File: src/rtl/dma_seq_pkg.sv
// Shared definitions for the DMA task sequencer.
//   - Top-level and poller state encodings.
//   - One-hot init task constants and a helper to build them.
//   - Bit positions inside the MM2S/S2MM status registers.
//   - Per-slot status codes written to the bank1 slot table.
package dma_seq_pkg;

  localparam int DMA_INIT_TASK_CNT = 8;

  localparam logic [7:0] TASK_0 = 8'h01;
  localparam logic [7:0] TASK_1 = 8'h02;
  localparam logic [7:0] TASK_2 = 8'h04;
  localparam logic [7:0] TASK_3 = 8'h08;
  localparam logic [7:0] TASK_4 = 8'h10;
  localparam logic [7:0] TASK_5 = 8'h20;
  localparam logic [7:0] TASK_6 = 8'h40;
  localparam logic [7:0] TASK_7 = 8'h80;

  // DMA status register fields: Idle flag and the three error flags
  // (internal, slave, decode).
  localparam int IDLE_BIT = 1;
  localparam int ERR_LO   = 4;
  localparam int ERR_HI   = 6;

  localparam logic [1:0] SLOT_ST_DONE = 2'b01;
  localparam logic [1:0] SLOT_ST_ERR  = 2'b10;
  localparam logic [1:0] SLOT_ST_TMO  = 2'b11;

  typedef enum logic [2:0] {
    SEQ_IDLE     = 3'd0,
    SEQ_INIT     = 3'd1,
    SEQ_INIT_GAP = 3'd2,
    SEQ_POLL     = 3'd3,
    SEQ_SLOT_END = 3'd4,
    SEQ_FINISH   = 3'd5
  } seq_state_t;

  typedef enum logic [1:0] {
    PL_IDLE = 2'd0,
    PL_REQ  = 2'd1,
    PL_WAIT = 2'd2
  } poll_state_t;

  function automatic logic [7:0] task_onehot(input logic [2:0] t);
    return 8'h01 << t;
  endfunction

endpackage

File: src/rtl/dma_seq_poller.sv
// Polls the MM2S then the S2MM status register until each reports Idle.
// Optional macro: DMA_SEQ_TIMEOUT_EN adds a per-channel limit of 65535
// unsuccessful polls, ending with the timeout status code.
// Ports:
//   clk, reset       clock, asynchronous active-low reset
//   start            one-cycle pulse, begins with the MM2S channel
//   poll_req/sel     read request (held until poll_ack) and channel select
//   poll_ack/data    read completion and the status register value
//   done/status      one-cycle result pulse with the slot status code
//   dbg_state        current poller state
// Handshake: poll_req stays high with poll_sel stable until the cycle in
// which poll_ack is high; poll_data is only looked at in that cycle.
module dma_seq_poller
  import dma_seq_pkg::*;
#(
  parameter int GLOB_DATA_WIDTH = 32,
  parameter int POLL_GAP        = 4
) (
  input  logic                       clk,
  input  logic                       reset,
  input  logic                       start,
  output logic                       poll_req,
  output logic                       poll_sel,
  input  logic                       poll_ack,
  input  logic [GLOB_DATA_WIDTH-1:0] poll_data,
  output logic                       done,
  output logic [1:0]                 status,
  output poll_state_t                dbg_state
);

  localparam int GAP_W = (POLL_GAP > 1) ? $clog2(POLL_GAP) : 1;

  poll_state_t      state, state_n;
  logic             sel;
  logic [GAP_W-1:0] gap_cnt;
  logic             acked, data_idle, data_err, tmo_hit;
  logic             data_unused;

  assign acked       = (state == PL_REQ) && poll_ack;
  assign data_idle   = poll_data[IDLE_BIT];
  assign data_err    = |poll_data[ERR_HI:ERR_LO];
  assign data_unused = ^poll_data;

`ifdef DMA_SEQ_TIMEOUT_EN
  logic [15:0] tmo_cnt;
  // Counts unsuccessful polls on the current channel; the 65535th one ends the slot.
  always_ff @(posedge clk or negedge reset) begin
    if (!reset) begin
      tmo_cnt <= '0;
    end else if ((state == PL_IDLE && start) || (acked && !data_err && data_idle)) begin
      tmo_cnt <= '0;
    end else if (acked && !data_err) begin
      tmo_cnt <= tmo_cnt + 16'd1;
    end
  end
  assign tmo_hit = (tmo_cnt == 16'hFFFE);
`else
  assign tmo_hit = 1'b0;
`endif

  always_ff @(posedge clk or negedge reset) begin
    if (!reset) state <= PL_IDLE;
    else        state <= state_n;
  end

  // Error flags win over Idle: a channel that reports both is an error.
  always_comb begin
    state_n = state;
    case (state)
      PL_IDLE: if (start) state_n = PL_REQ;
      PL_REQ: begin
        if (poll_ack) begin
          if (data_err)               state_n = PL_IDLE;
          else if (data_idle && sel)  state_n = PL_IDLE;
          else if (data_idle)         state_n = PL_REQ;
          else if (tmo_hit)           state_n = PL_IDLE;
          else                        state_n = PL_WAIT;
        end
      end
      PL_WAIT: if (gap_cnt == '0) state_n = PL_REQ;
      default: state_n = PL_IDLE;
    endcase
  end

  always_comb begin
    poll_req  = (state == PL_REQ);
    poll_sel  = sel;
    done      = acked && (data_err || (data_idle && sel) || (!data_idle && tmo_hit));
    status    = data_err ? SLOT_ST_ERR : (data_idle ? SLOT_ST_DONE : SLOT_ST_TMO);
    dbg_state = state;
  end

  always_ff @(posedge clk or negedge reset) begin
    if (!reset) begin
      sel     <= 1'b0;
      gap_cnt <= '0;
    end else begin
      if (state == PL_IDLE && start)                 sel <= 1'b0;
      else if (acked && !data_err && data_idle && !sel) sel <= 1'b1;
      if (acked)                                     gap_cnt <= GAP_W'(POLL_GAP - 1);
      else if (state == PL_WAIT && gap_cnt != '0)    gap_cnt <= gap_cnt - GAP_W'(1);
    end
  end

endmodule

File: src/rtl/dma_task_sequencer.sv
// Walks the bank1 slot table: for each slot it issues the 8 one-hot init
// tasks to the AXI-lite DMA register writer, polls both DMA channels until
// idle, then writes the slot status and cycle profile back to bank1.
// Optional macro: DMA_SEQ_TIMEOUT_EN (poll timeout, in dma_seq_poller).
// Ports:
//   clk, reset                 clock, asynchronous active-low reset
//   ctrl_start, ctrl_slot_cnt  bank0 start pulse and slot count (0 = all)
//   seq_busy/done/err          bank0 run status
//   seq_slot_idx               current slot, selects writer src/dst fields
//   slaveInit, slaveFinInit    one-hot task request / writer completion
//   poll_*                     status register read port
//   slot_wr_en/status/profile  bank1 slot result write strobe and data
// Handshakes: slaveInit holds one task until slaveFinInit equals it, then
// drops to zero for one cycle; poll_req holds until poll_ack.
module dma_task_sequencer
  import dma_seq_pkg::*;
#(
  parameter int BANK1_INDEX_WIDTH   = 3,
  parameter int BANK1_PROFILE_WIDTH = 32,
  parameter int BANK1_STATUS_WIDTH  = 2,
  parameter int DMA_INIT_TASK_CNT   = 8,
  parameter int GLOB_DATA_WIDTH     = 32,
  parameter int POLL_GAP            = 4
) (
  input  logic                           clk,
  input  logic                           reset,
  input  logic                           ctrl_start,
  input  logic [BANK1_INDEX_WIDTH-1:0]   ctrl_slot_cnt,
  output logic                           seq_busy,
  output logic                           seq_done,
  output logic                           seq_err,
  output logic [BANK1_INDEX_WIDTH-1:0]   seq_slot_idx,
  output logic [DMA_INIT_TASK_CNT-1:0]   slaveInit,
  input  logic [DMA_INIT_TASK_CNT-1:0]   slaveFinInit,
  output logic                           poll_req,
  output logic                           poll_sel,
  input  logic                           poll_ack,
  input  logic [GLOB_DATA_WIDTH-1:0]     poll_data,
  output logic                           slot_wr_en,
  output logic [BANK1_STATUS_WIDTH-1:0]  slot_status,
  output logic [BANK1_PROFILE_WIDTH-1:0] slot_profile
);

  seq_state_t                     state, state_n;
  logic [2:0]                     task_idx;
  logic [BANK1_INDEX_WIDTH-1:0]   slot_idx, slot_cnt_q;
  logic [BANK1_PROFILE_WIDTH-1:0] prof_cnt;
  logic [BANK1_STATUS_WIDTH-1:0]  end_status;
  logic                           err_q;
  logic                           fin_hit, last_slot, slot_ok;
  logic                           poll_start, poll_done;
  logic [1:0]                     poll_status;
  poll_state_t                    poll_dbg_state;

  assign fin_hit    = (state == SEQ_INIT) && (slaveFinInit == slaveInit);
  assign poll_start = fin_hit && (task_idx == 3'd7);
  // count-1 wraps to all-ones when count is 0, so the last slot is 2^W-1.
  assign last_slot  = (slot_idx == slot_cnt_q - BANK1_INDEX_WIDTH'(1));
  assign slot_ok    = (end_status == BANK1_STATUS_WIDTH'(SLOT_ST_DONE));

  dma_seq_poller #(
    .GLOB_DATA_WIDTH(GLOB_DATA_WIDTH),
    .POLL_GAP       (POLL_GAP)
  ) u_poller (
    .clk      (clk),
    .reset    (reset),
    .start    (poll_start),
    .poll_req (poll_req),
    .poll_sel (poll_sel),
    .poll_ack (poll_ack),
    .poll_data(poll_data),
    .done     (poll_done),
    .status   (poll_status),
    .dbg_state(poll_dbg_state)
  );

  always_ff @(posedge clk or negedge reset) begin
    if (!reset) state <= SEQ_IDLE;
    else        state <= state_n;
  end

  always_comb begin
    state_n = state;
    case (state)
      SEQ_IDLE:     if (ctrl_start) state_n = SEQ_INIT;
      SEQ_INIT:     if (fin_hit) state_n = (task_idx == 3'd7) ? SEQ_POLL : SEQ_INIT_GAP;
      SEQ_INIT_GAP: state_n = SEQ_INIT;
      SEQ_POLL:     if (poll_done) state_n = SEQ_SLOT_END;
      SEQ_SLOT_END: state_n = (!slot_ok || last_slot) ? SEQ_FINISH : SEQ_INIT;
      SEQ_FINISH:   state_n = SEQ_IDLE;
      default:      state_n = SEQ_IDLE;
    endcase
  end

  always_comb begin
    seq_busy     = (state != SEQ_IDLE) && (state != SEQ_FINISH);
    seq_done     = (state == SEQ_FINISH);
    seq_err      = err_q;
    seq_slot_idx = slot_idx;
    slaveInit    = (state == SEQ_INIT) ? DMA_INIT_TASK_CNT'(task_onehot(task_idx)) : '0;
    slot_wr_en   = (state == SEQ_SLOT_END);
    slot_status  = (state == SEQ_SLOT_END) ? end_status : '0;
    slot_profile = (state == SEQ_SLOT_END) ? prof_cnt : '0;
  end

  // prof_cnt is 1 in the first INIT cycle of a slot, so in SLOT_END it
  // holds the inclusive cycle count of the slot.
  always_ff @(posedge clk or negedge reset) begin
    if (!reset) begin
      task_idx   <= '0;
      slot_idx   <= '0;
      slot_cnt_q <= '0;
      prof_cnt   <= '0;
      end_status <= '0;
      err_q      <= 1'b0;
    end else begin
      case (state)
        SEQ_IDLE: begin
          if (ctrl_start) begin
            slot_cnt_q <= ctrl_slot_cnt;
            slot_idx   <= '0;
            task_idx   <= '0;
            prof_cnt   <= BANK1_PROFILE_WIDTH'(1);
            err_q      <= 1'b0;
          end
        end
        SEQ_INIT, SEQ_INIT_GAP, SEQ_POLL: begin
          if (prof_cnt != '1) prof_cnt <= prof_cnt + BANK1_PROFILE_WIDTH'(1);
          if (fin_hit) task_idx <= task_idx + 3'd1;
          if (state == SEQ_POLL && poll_done) end_status <= BANK1_STATUS_WIDTH'(poll_status);
        end
        SEQ_SLOT_END: begin
          if (!slot_ok) begin
            err_q <= 1'b1;
          end else if (!last_slot) begin
            slot_idx <= slot_idx + BANK1_INDEX_WIDTH'(1);
            task_idx <= '0;
            prof_cnt <= BANK1_PROFILE_WIDTH'(1);
          end
        end
        default: ;
      endcase
    end
  end

endmodule
File: config.mk
export PLATFORM = sky130hd
export DESIGN_NAME = dma_task_sequencer
export DESIGN_NICKNAME = d
export VERILOG_FILES = /design/src/rtl/dma_seq_pkg.sv /design/src/rtl/dma_seq_poller.sv /design/src/rtl/dma_task_sequencer.sv
export SDC_FILE = /design/constraint.sdc
export NUM_CORES = 1
export LEC_CHECK = 0
export CORE_AREA = 2 2 96 98
export CTS_CLUSTER_DIAMETER = 120
export CTS_CLUSTER_SIZE = 10
export DETAILED_ROUTE_END_ITERATION = 10
export DIE_AREA = 0 0 98 100
export GPL_TIMING_DRIVEN = 0
export PLACE_DENSITY_LB_ADDON = 0.15
export SETUP_SLACK_MARGIN = 0.5
export SLEW_MARGIN = 20
export SYNTH_ARGS = -nofsm -noshare
export SYNTH_HDL_FRONTEND = slang
export SYNTH_SLANG_ARGS = --single-unit
export TNS_END_PERCENT = 5
File: constraint.sdc
create_clock -name clk -period 3.4 [get_ports clk]
set_input_delay 0.51 -clock clk [delete_from_list [all_inputs] [get_ports clk]]
set_output_delay 0.51 -clock clk [all_outputs]
set_load 0.02 [all_outputs]
==> results.cfg, run 1 <==
[run_status]
outcome = complete, no violations

[detailed_routing]
first_pass_iters = 4
viasPerCell = 5.36
drc = 0
drt-total-wl_microns = 8710
vias = 3143
wl_per_cell_microns = 14.9
ant_nets = 0
drtIter0Drc = 188

[sta]
skew_ps = 5.08
max_freq_mhz = 350
setup_tns_ps = 0
max_slew.worst_pin.slew_ps = 706
timing.final.ws_setup_ps = 541
whs_ps = 243
finalHoldViolCount = 0
setup_viol = 0
slew_viol_final = 0
worst_slew_margin_rel_pct = 52.8
fin_crit_ps = 2860
fin_crit_sh_pct = 84.1
rsz0062_at_grt = true

[clock_tree]
cts-root-buf = clkbuf_8
clk_latency_ps = 310
cts_tree = built
cts_buffers = 5
clk_pin_slew_ps = 90
cts.sinks = 52
htree_levels = 2
cts_hold_buf = 0
clockBufferDepth = 2

[critical_path]
cp_top_family = buffers and inverters
arrival_ps = 2350
path_buf_inv = 2
path_max_fanout = 10
startpoint_type = register
path_class = reg -> out
cpPeakStageDelay_ps = 610
crit_chain = nor3b_2 > clkbuf_1 > and2_1 > clkdlybuf4s50_1
required_ps = 2890
critPathSlowestCell = clkdlybuf4s50_1
end_kind = output pin

[global_routing]
grt_pass1_vias = 3005
antenna_found_initial = 0
grt_max_degree = 53
grt_overflow = 0
grtUsageTotal_pct = 18.3
grt_pass1_wl_microns = 14700

[layout]
num-nets-final = 533
final_util_pct = 49.2
final_common_cell = clkdlybuf4s50_1
diodes = 0
final_area_sq_um = 4380
final_cell_mix = clkdlybuf4s50_1 (68), dfrtp_1 (52), and2_1 (41)
area_delta_synth_final_pct = 27.2
drive_gt1_share_pct = 6.11
nFillCells = 880

[place]
place_ws_ps = 794
dp_hpwl_microns = 6370
gp_congestion = 0.798
dpl_cell_area_sq_um = 4270
portBuffers = 69

[yosys]
syn_area_sq_um = 3440
syn-num-nets = 457
ys_types = 55
ys_seq_area_share_pct = 37.8
yosys_warnings = 0
synthesis.instances = 400
synthArstFlopShare_pct = 100
ys_ff_latch = 52
synth_ff_type = dfrtp_1
synth_edf_count = 0
avgSynthCellArea_sq_um = 8.60

[hold_path]
hold_path_class = in -> async

[power]
pwr_density_cell_nw_per_um2 = 250
ir_drop_v = 0.000172
p_leak_nw = 1.78

[die]
die-area_sq_um = 9800
io_pins = 98
die_y_microns = 100
start_util_pct = 38.7
die_w_microns = 98
core_sq_um = 8890
row_count = 35

[job]
maxCapViolCount = 0
-- synth_stat cells (4+ instances only) --
cell type / n / share of area, %
nor2_1: 35 / 3.8
nand2_1: 37 / 4.0
clkbuf_1: 11 / 1.2
nor4_1: 7 / 1.3
xnor2_1: 12 / 3.1
buf_2: 5 / 0.73
xor2_1: 11 / 2.8
nor3_1: 9 / 1.3
nand4_1: 14 / 2.5
a21oi_1: 14 / 2.0
and2_1: 41 / 7.5
a31oi_1: 4 / 0.73
or3_1: 6 / 1.1
nand3_1: 20 / 2.9
dfrtp_1: 52 / 38
inv_1: 14 / 1.5
nor2b_1: 4 / 0.73
and3_1: 14 / 2.5
o211ai_1: 4 / 0.87
o21ai_0: 24 / 3.5
ha_1: 10 / 3.6
-- logic make-up after synthesis --
family / after synthesis / share of synthesized area, %
mux: 3 / 0.945
compound gates: 64 / 11.6
buf+inv: 32 / 4.11
simple gates: 215 / 35.3
flops: 52 / 37.8
xor+xnor: 24 / 6.55
fa+ha+maj: 10 / 3.64
-- power by group --
part / switching [mW] / internal, mW / total, mW
combinational: 0.0267 / 0.0287 / 0.0554
sequential: 0.00108 / 0.620 / 0.621
clock: 0.205 / 0.212 / 0.417
total: 0.233 / 0.860 / 1.09
-- sequential cells by signal, indices dropped and copies added (netlist names) --
register and cells:
prof_cnt 32, seq_slot_idx 3, slot_cnt_q 3, state 3
task_idx 3, end_status 2, u_poller.dbg_state 2, u_poller.gap_cnt 2
seq_err 1, u_poller.poll_sel 1
-- layout make-up --
type / instances / area, sq um / area share (%)
Clock inverter: 1 / 30.0 / 0.686
Buffer: 18 / 91.3 / 2.09
Timing Repair Buffer: 69 / 688 / 15.7
Tap cell: 111 / 139 / 3.17
Inverter: 14 / 52.6 / 1.20
Clock buffer: 5 / 68.8 / 1.57
Multi-Input combinational cell: 316 / 2000 / 45.8
Sequential cell: 52 / 1300 / 29.7
-- path summary, 6_finish.rpt --
kind | from | endpoint | slack (ps) | depth (start not counted)
setup / recovery | state[1] | slot_status[1] | 540 | 4
hold / removal | reset | prof_cnt[9] | 240 | 1
setup reg to reg | state[0] | prof_cnt[20] | 880 | 8
hold reg to reg | slot_cnt_q[2] | slot_cnt_q[2] | 530 | 1
max in group asynchronous | reset | prof_cnt[7] | 2710 | 1
min in group clk | slot_cnt_q[2] | slot_cnt_q[2] | 530 | 1
-- worst reg2reg max path, delay by kind of cell, from the launching register on --
family	cells	cell delay, ps
xor gates and xnor gates	1	150
AOI/OAI and AO/OA	1	560
and+or+nand+nor	4	740
buffers and inverters	2	600
DFF	1	380
-- per-layer routing --
layer	track usage (%)	share of wire [%]	vias to the layer above
met1	27.4	52	1488
met4	5.02	1.3	0
met3	3.48	4.5	8
met5	0	0	-
li1	-	-	1569
met2	27.1	42	78
-- timing repair --
action | CTS | global route
setup endpoints to repair | 10 | 27
setup buffers | 0 | 0
gates resized for setup | 1 | 2
-- through the flow --
stage / std cells / total power, mW
floorplan: 400 / 0.650
global placement: 580 / 0.690
detailed placement: 580 / 0.690
CTS: 586 / 1.11
global route: 586 / 1.13
finish: 586 / 1.09
No activity file was read; power rests on OpenSTA's default activity.
==> run 2: changes to the inputs <==
==> constraint.sdc (replaced) <==
create_clock -name clk -period 2.5 [get_ports clk]
set_input_delay 0.375 -clock clk [delete_from_list [all_inputs] [get_ports clk]]
set_output_delay 0.375 -clock clk [all_outputs]
set_load 0.02 [all_outputs]
==> run 2 against run 1 <==
Net effect:
- register-to-register slack worse by 600 ps
- sequential share of layout area down 1.7 points
- die area stayed put
- critical endpoint is now slaveInit[7]
- largest power group unchanged
- highest routed layer unchanged
==> results.cfg, run 2 (synthesized netlist as in run 1, its figures left out) <==
[clock_tree]
clk_pin_slew_ps = 90
clk_latency_ps = 310
cts.sinks = 52
cts-root-buf = clkbuf_8
cts_buffers = 5
htree_levels = 2
clockBufferDepth = 2
cts_tree = built

[layout]
area_delta_synth_final_pct = 35.4
final_cells = 607
final_common_cell = dfrtp_1
largest_register = prof_cnt
final_util_pct = 52.4
diodes = 0
final_area_sq_um = 4660
num-nets-final = 552
final_cell_mix = dfrtp_1 (48), and2_1 (40), nand2_1 (36)
drive_gt1_share_pct = 17.5
largest_reg_flops = 32

[critical_path]
r2r.worst_path.cells = 9
reg2reg_slack_ps = 280
path_class = reg -> out
crit_chain = ha_2 > ha_4 > and4bb_2 > buf_4 > dlygate4sd2_1
cp_top_family = buffers and inverters
startpoint_type = register
cpPeakStageDelay_ps = 430
end_kind = output pin
critPathSlowestCell = dfrtp_1
regToRegEndpoint = task_idx[1]
arrival_ps = 1850
path_buf_inv = 2
startpoint = task_idx[0]
required_ps = 2120
path_max_fanout = 4
reg2reg_from = task_idx[0]
endpoint = slaveInit[7]
critical_path_depth = 5

[sta]
slew_viol_final = 0
max_slew.worst_pin.slew_ps = 926
setup_tns_ps = 0
max_freq_mhz = 449
worst_slew_margin_rel_pct = 37.4
fin_crit_sh_pct = 89.1
skew_ps = 10.5
fin_crit_ps = 2230
finalHoldViolCount = 0
rsz0062_at_grt = true
setup_viol = 0

[power]
total_power_mw = 1.40
p_leak_nw = 2.17
pwr_density_cell_nw_per_um2 = 301
ir_drop_v = 0.000197

[place]
placedCellCount = 580
gp_congestion = 0.844
portBuffers = 69
dpl_cell_area_sq_um = 4280
dp_hpwl_microns = 6380

[die]
core_sq_um = 8890
die_w_microns = 98
io_pins = 98
row_count = 35
start_util_pct = 38.7
die_y_microns = 100
die-area_sq_um = 9800

[run_status]
outcome = complete, no violations

[global_routing]
grt_pass1_wl_microns = 14900
grt_pass1_vias = 3116
grtUsageTotal_pct = 18.4
grt_max_degree = 53
antenna_found_initial = 0
grt_overflow = 0

[detailed_routing]
dr_wl_met3_microns = 365
wl_per_cell_microns = 14.7
ant_nets = 0
drc = 0
wl_met2_microns = 4110
routed.top_layer = met4
vias = 3237
drtIter0Drc = 170
viasPerCell = 5.33
routedLengthMet1_microns = 4320
drt-total-wl_microns = 8900
first_pass_iters = 4

[job]
maxCapViolCount = 0

[hold_path]
hold_path_class = in -> async
run 2: cell count changes in the layout (fill, tap and decap cells not counted), sizes merged:
cell           before  now
clkdlybuf4s15       0    4
dlygate4sd2         0   33
clkdlybuf4s50      68   25
bufinv              1    0
buf                 8   31
clkinv              0    1
clkbuf             16   20
run 2: where the power goes:
| part | internal (mW) | switching [mW] | leakage (nW) | total [mW] |
|---|---|---|---|---|
| clock | 0.198 | 0.278 | 0.0422 | 0.475 |
| combinational | 0.0423 | 0.0395 | 1.48 | 0.0818 |
| sequential | 0.843 | 0.00116 | 0.648 | 0.844 |
| total | 1.08 | 0.318 | 2.17 | 1.40 |
run 2: worst register-to-register path, stage by stage (launching register included):
cell and delay [ps]:
dfrtp_1 440, ha_2 230, ha_4 160, and4bb_2 260
xnor2_2 150, o211ai_1 160, buf_4 180, nor4_4 220
o21ai_2 130, a22o_1 190
run 2: what timing repair did:
item / 4_1_cts / 5_1_grt
gates resized for setup: 84 / 31
setup endpoints to repair: 89 / 89
pin swaps: 2 / 11
hold buffers: 0 / 0
buffers inserted: 6 / 13
run 2: how the worst min path moves through the flow:
stage	endpoint	slack [ps]	depth (start not counted)	start
final	seq_err	90	1	reset
after global placement	slot_cnt_q[2]	500	1	slot_cnt_q[2]
after global routing	slot_cnt_q[1]	150	1	reset
after detailed placement	slot_cnt_q[1]	470	1	reset
after floorplan	end_status[0]	80	0	reset
after CTS	slot_cnt_q[1]	130	1	reset
run 2: per-layer routing:
metal | GRT usage (%) | up-vias
met5 | 0 | -
met4 | 3.63 | 0
met3 | 2.92 | 10
met2 | 29.9 | 67
met1 | 26.3 | 1550
li1 | - | 1610
run 2: stage by stage:
stage                     hold slack (ps)  setup slack, ps
after global routing                  153              171
after floorplan                      79.4              485
after global placement                497             -799
after CTS                             131              264
after detailed placement              469             18.3
final                                93.8              273
run 2: layout make-up:
cell class | instances | area (sq um)
Clock inverter | 1 | 5.00
Multi-Input combinational cell | 316 | 2170
Timing Repair Buffer | 88 | 759
Sequential cell | 52 | 1310
Inverter | 14 | 52.6
Buffer | 18 | 146
Clock buffer | 7 | 76.3
Tap cell | 111 | 139
Fill cell | 853 | 4230
==> run 3: changes to the inputs <==
--- a/config.mk
+++ b/config.mk
@@ -5,11 +5,11 @@
 export SDC_FILE = /design/constraint.sdc
 export NUM_CORES = 1
 export LEC_CHECK = 0
-export CORE_AREA = 2 2 96 98
+export CORE_AREA = 2 2 123 77
 export CTS_CLUSTER_DIAMETER = 120
 export CTS_CLUSTER_SIZE = 10
 export DETAILED_ROUTE_END_ITERATION = 10
-export DIE_AREA = 0 0 98 100
+export DIE_AREA = 0 0 125 79
 export GPL_TIMING_DRIVEN = 0
 export PLACE_DENSITY_LB_ADDON = 0.15
 export SETUP_SLACK_MARGIN = 0.5
==> run 3 against run 2 <==
Net effect:
- register-to-register slack barely moved
- cell count fell by 0.16%
- wire length up 10%
- critical endpoint is now prof_cnt[17]
==> results.cfg, run 3 (synthesized netlist as in run 1, its figures left out) <==
[run_status]
outcome = complete, no violations

[critical_path]
required_ps = 2720
reg2reg_slack_ps = 270
reg2reg_from = state[1]
regToRegEndpoint = prof_cnt[17]
arrival_ps = 2450
startpoint_type = register
r2r.worst_path.cells = 7
path_max_fanout = 10
path_class = reg -> reg
end_kind = register

[die]
core_sq_um = 8850
die-area_sq_um = 9880
start_util_pct = 38.9
row_count = 27
die_y_microns = 79
die_w_microns = 125
io_pins = 98

[detailed_routing]
drtIter0Drc = 254
first_pass_iters = 4
viasPerCell = 5.33
vias = 3228
wl_per_cell_microns = 16.2
drt-total-wl_microns = 9820
drc = 0
ant_nets = 0

[sta]
fin_crit_sh_pct = 89.1
worst_slew_margin_rel_pct = 36.6
whs_ps = 117
setup_tns_ps = 0
timing.final.ws_setup_ps = 271
fin_crit_ps = 2230
finalHoldViolCount = 0
skew_ps = 7.26
rsz0062_at_grt = true
max_slew.worst_pin.slew_ps = 937
setup_viol = 0
slew_viol_final = 0
max_freq_mhz = 449

[power]
pwr_density_cell_nw_per_um2 = 358
p_leak_nw = 2.10
ir_drop_v = 0.000234

[layout]
largest_reg_flops = 32
final_util_pct = 54.0
area_delta_synth_final_pct = 39.0
drive_gt1_share_pct = 20.6
final_cell_mix = dfrtp_1 (46), and2_1 (40), nor2_1 (35), nand2_1 (35), clkdlybuf4s50_1 (25)
diodes = 0
final_common_cell = dfrtp_1
largest_register = prof_cnt
final_area_sq_um = 4780
num-nets-final = 547

[global_routing]
grtUsageTotal_pct = 20.2
antenna_found_initial = 0
grt_max_degree = 53
grt_pass1_wl_microns = 16000
grt_overflow = 0
grt_pass1_vias = 3073

[clock_tree]
htree_levels = 2
cts-root-buf = clkbuf_16
clk_pin_slew_ps = 70
cts_buffers = 5
cts_tree = built
cts_hold_buf = 0
clk_latency_ps = 290
clockBufferDepth = 2
cts.sinks = 52

[job]
maxCapViolCount = 0

[hold_path]
hold_path_class = in -> async

[place]
gp_congestion = 0.888
dpl_cell_area_sq_um = 4290
portBuffers = 69
place_ws_ps = -111
dp_hpwl_microns = 7080
run 3: final cells by class:
type,count,area [sq um]
plain buffers,18,130
flip-flops and latches,52,1310
clock inverters,1,30.0
multi-input cells,316,2250
fillers,828,4070
well taps,116,145
clock buffers,6,129
inverters,14,55.1
repair buffers,83,736
run 3: per-stage QoR:
step                      total power [mW]  instances
after floorplan                      0.885        400
after detailed placement             0.939        585
final                                 1.71        606
after CTS                             1.71        598
after global routing                  1.76        606
after global placement               0.938        585
run 3: worst max path at each step:
stage	startpoint	endpoint	slack, ps	depth (start not counted)
after floorplan	seq_slot_idx[2]	prof_cnt[8]	490	6
after global placement	reset	seq_slot_idx[2]	-810	1
after detailed placement	state[0]	slot_profile[24]	-110	5
after CTS	task_idx[1]	u_poller.poll_sel	240	8
after global routing	slot_cnt_q[1]	prof_cnt[24]	190	9
final	state[1]	prof_cnt[17]	270	7
run 3: timing repair:
item / 4_1_cts / 5_1_grt
gates cloned: 0 / 0
pin swaps: 5 / 18
buffers inserted: 6 / 8
resized for setup: 80 / 85
endpoints found under the setup margin: 89 / 92
run 3: worst max-delay path, cell delays in order (launching register included):
cell     delay (ps)
dfrtp_2         470
or4b_4          570
a21oi_4         210
and3_4          220
nand2_2         100
buf_6           160
or3_1           320
a21oi_2         120
run 3: metal layers:
metal	global-route usage (%)	part of all wire, %
met1	31.8	53
met5	0	0
met4	3.89	0.62
met2	27.8	40
met3	4.72	6.4
run 3: where the power goes:
| group | leakage [nW] | total (mW) | internal [mW] | switching (mW) |
|---|---|---|---|---|
| sequential | 0.644 | 0.845 | 0.844 | 0.00146 |
| clock | 0.0769 | 0.777 | 0.468 | 0.309 |
| combinational | 1.38 | 0.0873 | 0.0452 | 0.0421 |
| total | 2.10 | 1.71 | 1.36 | 0.353 |
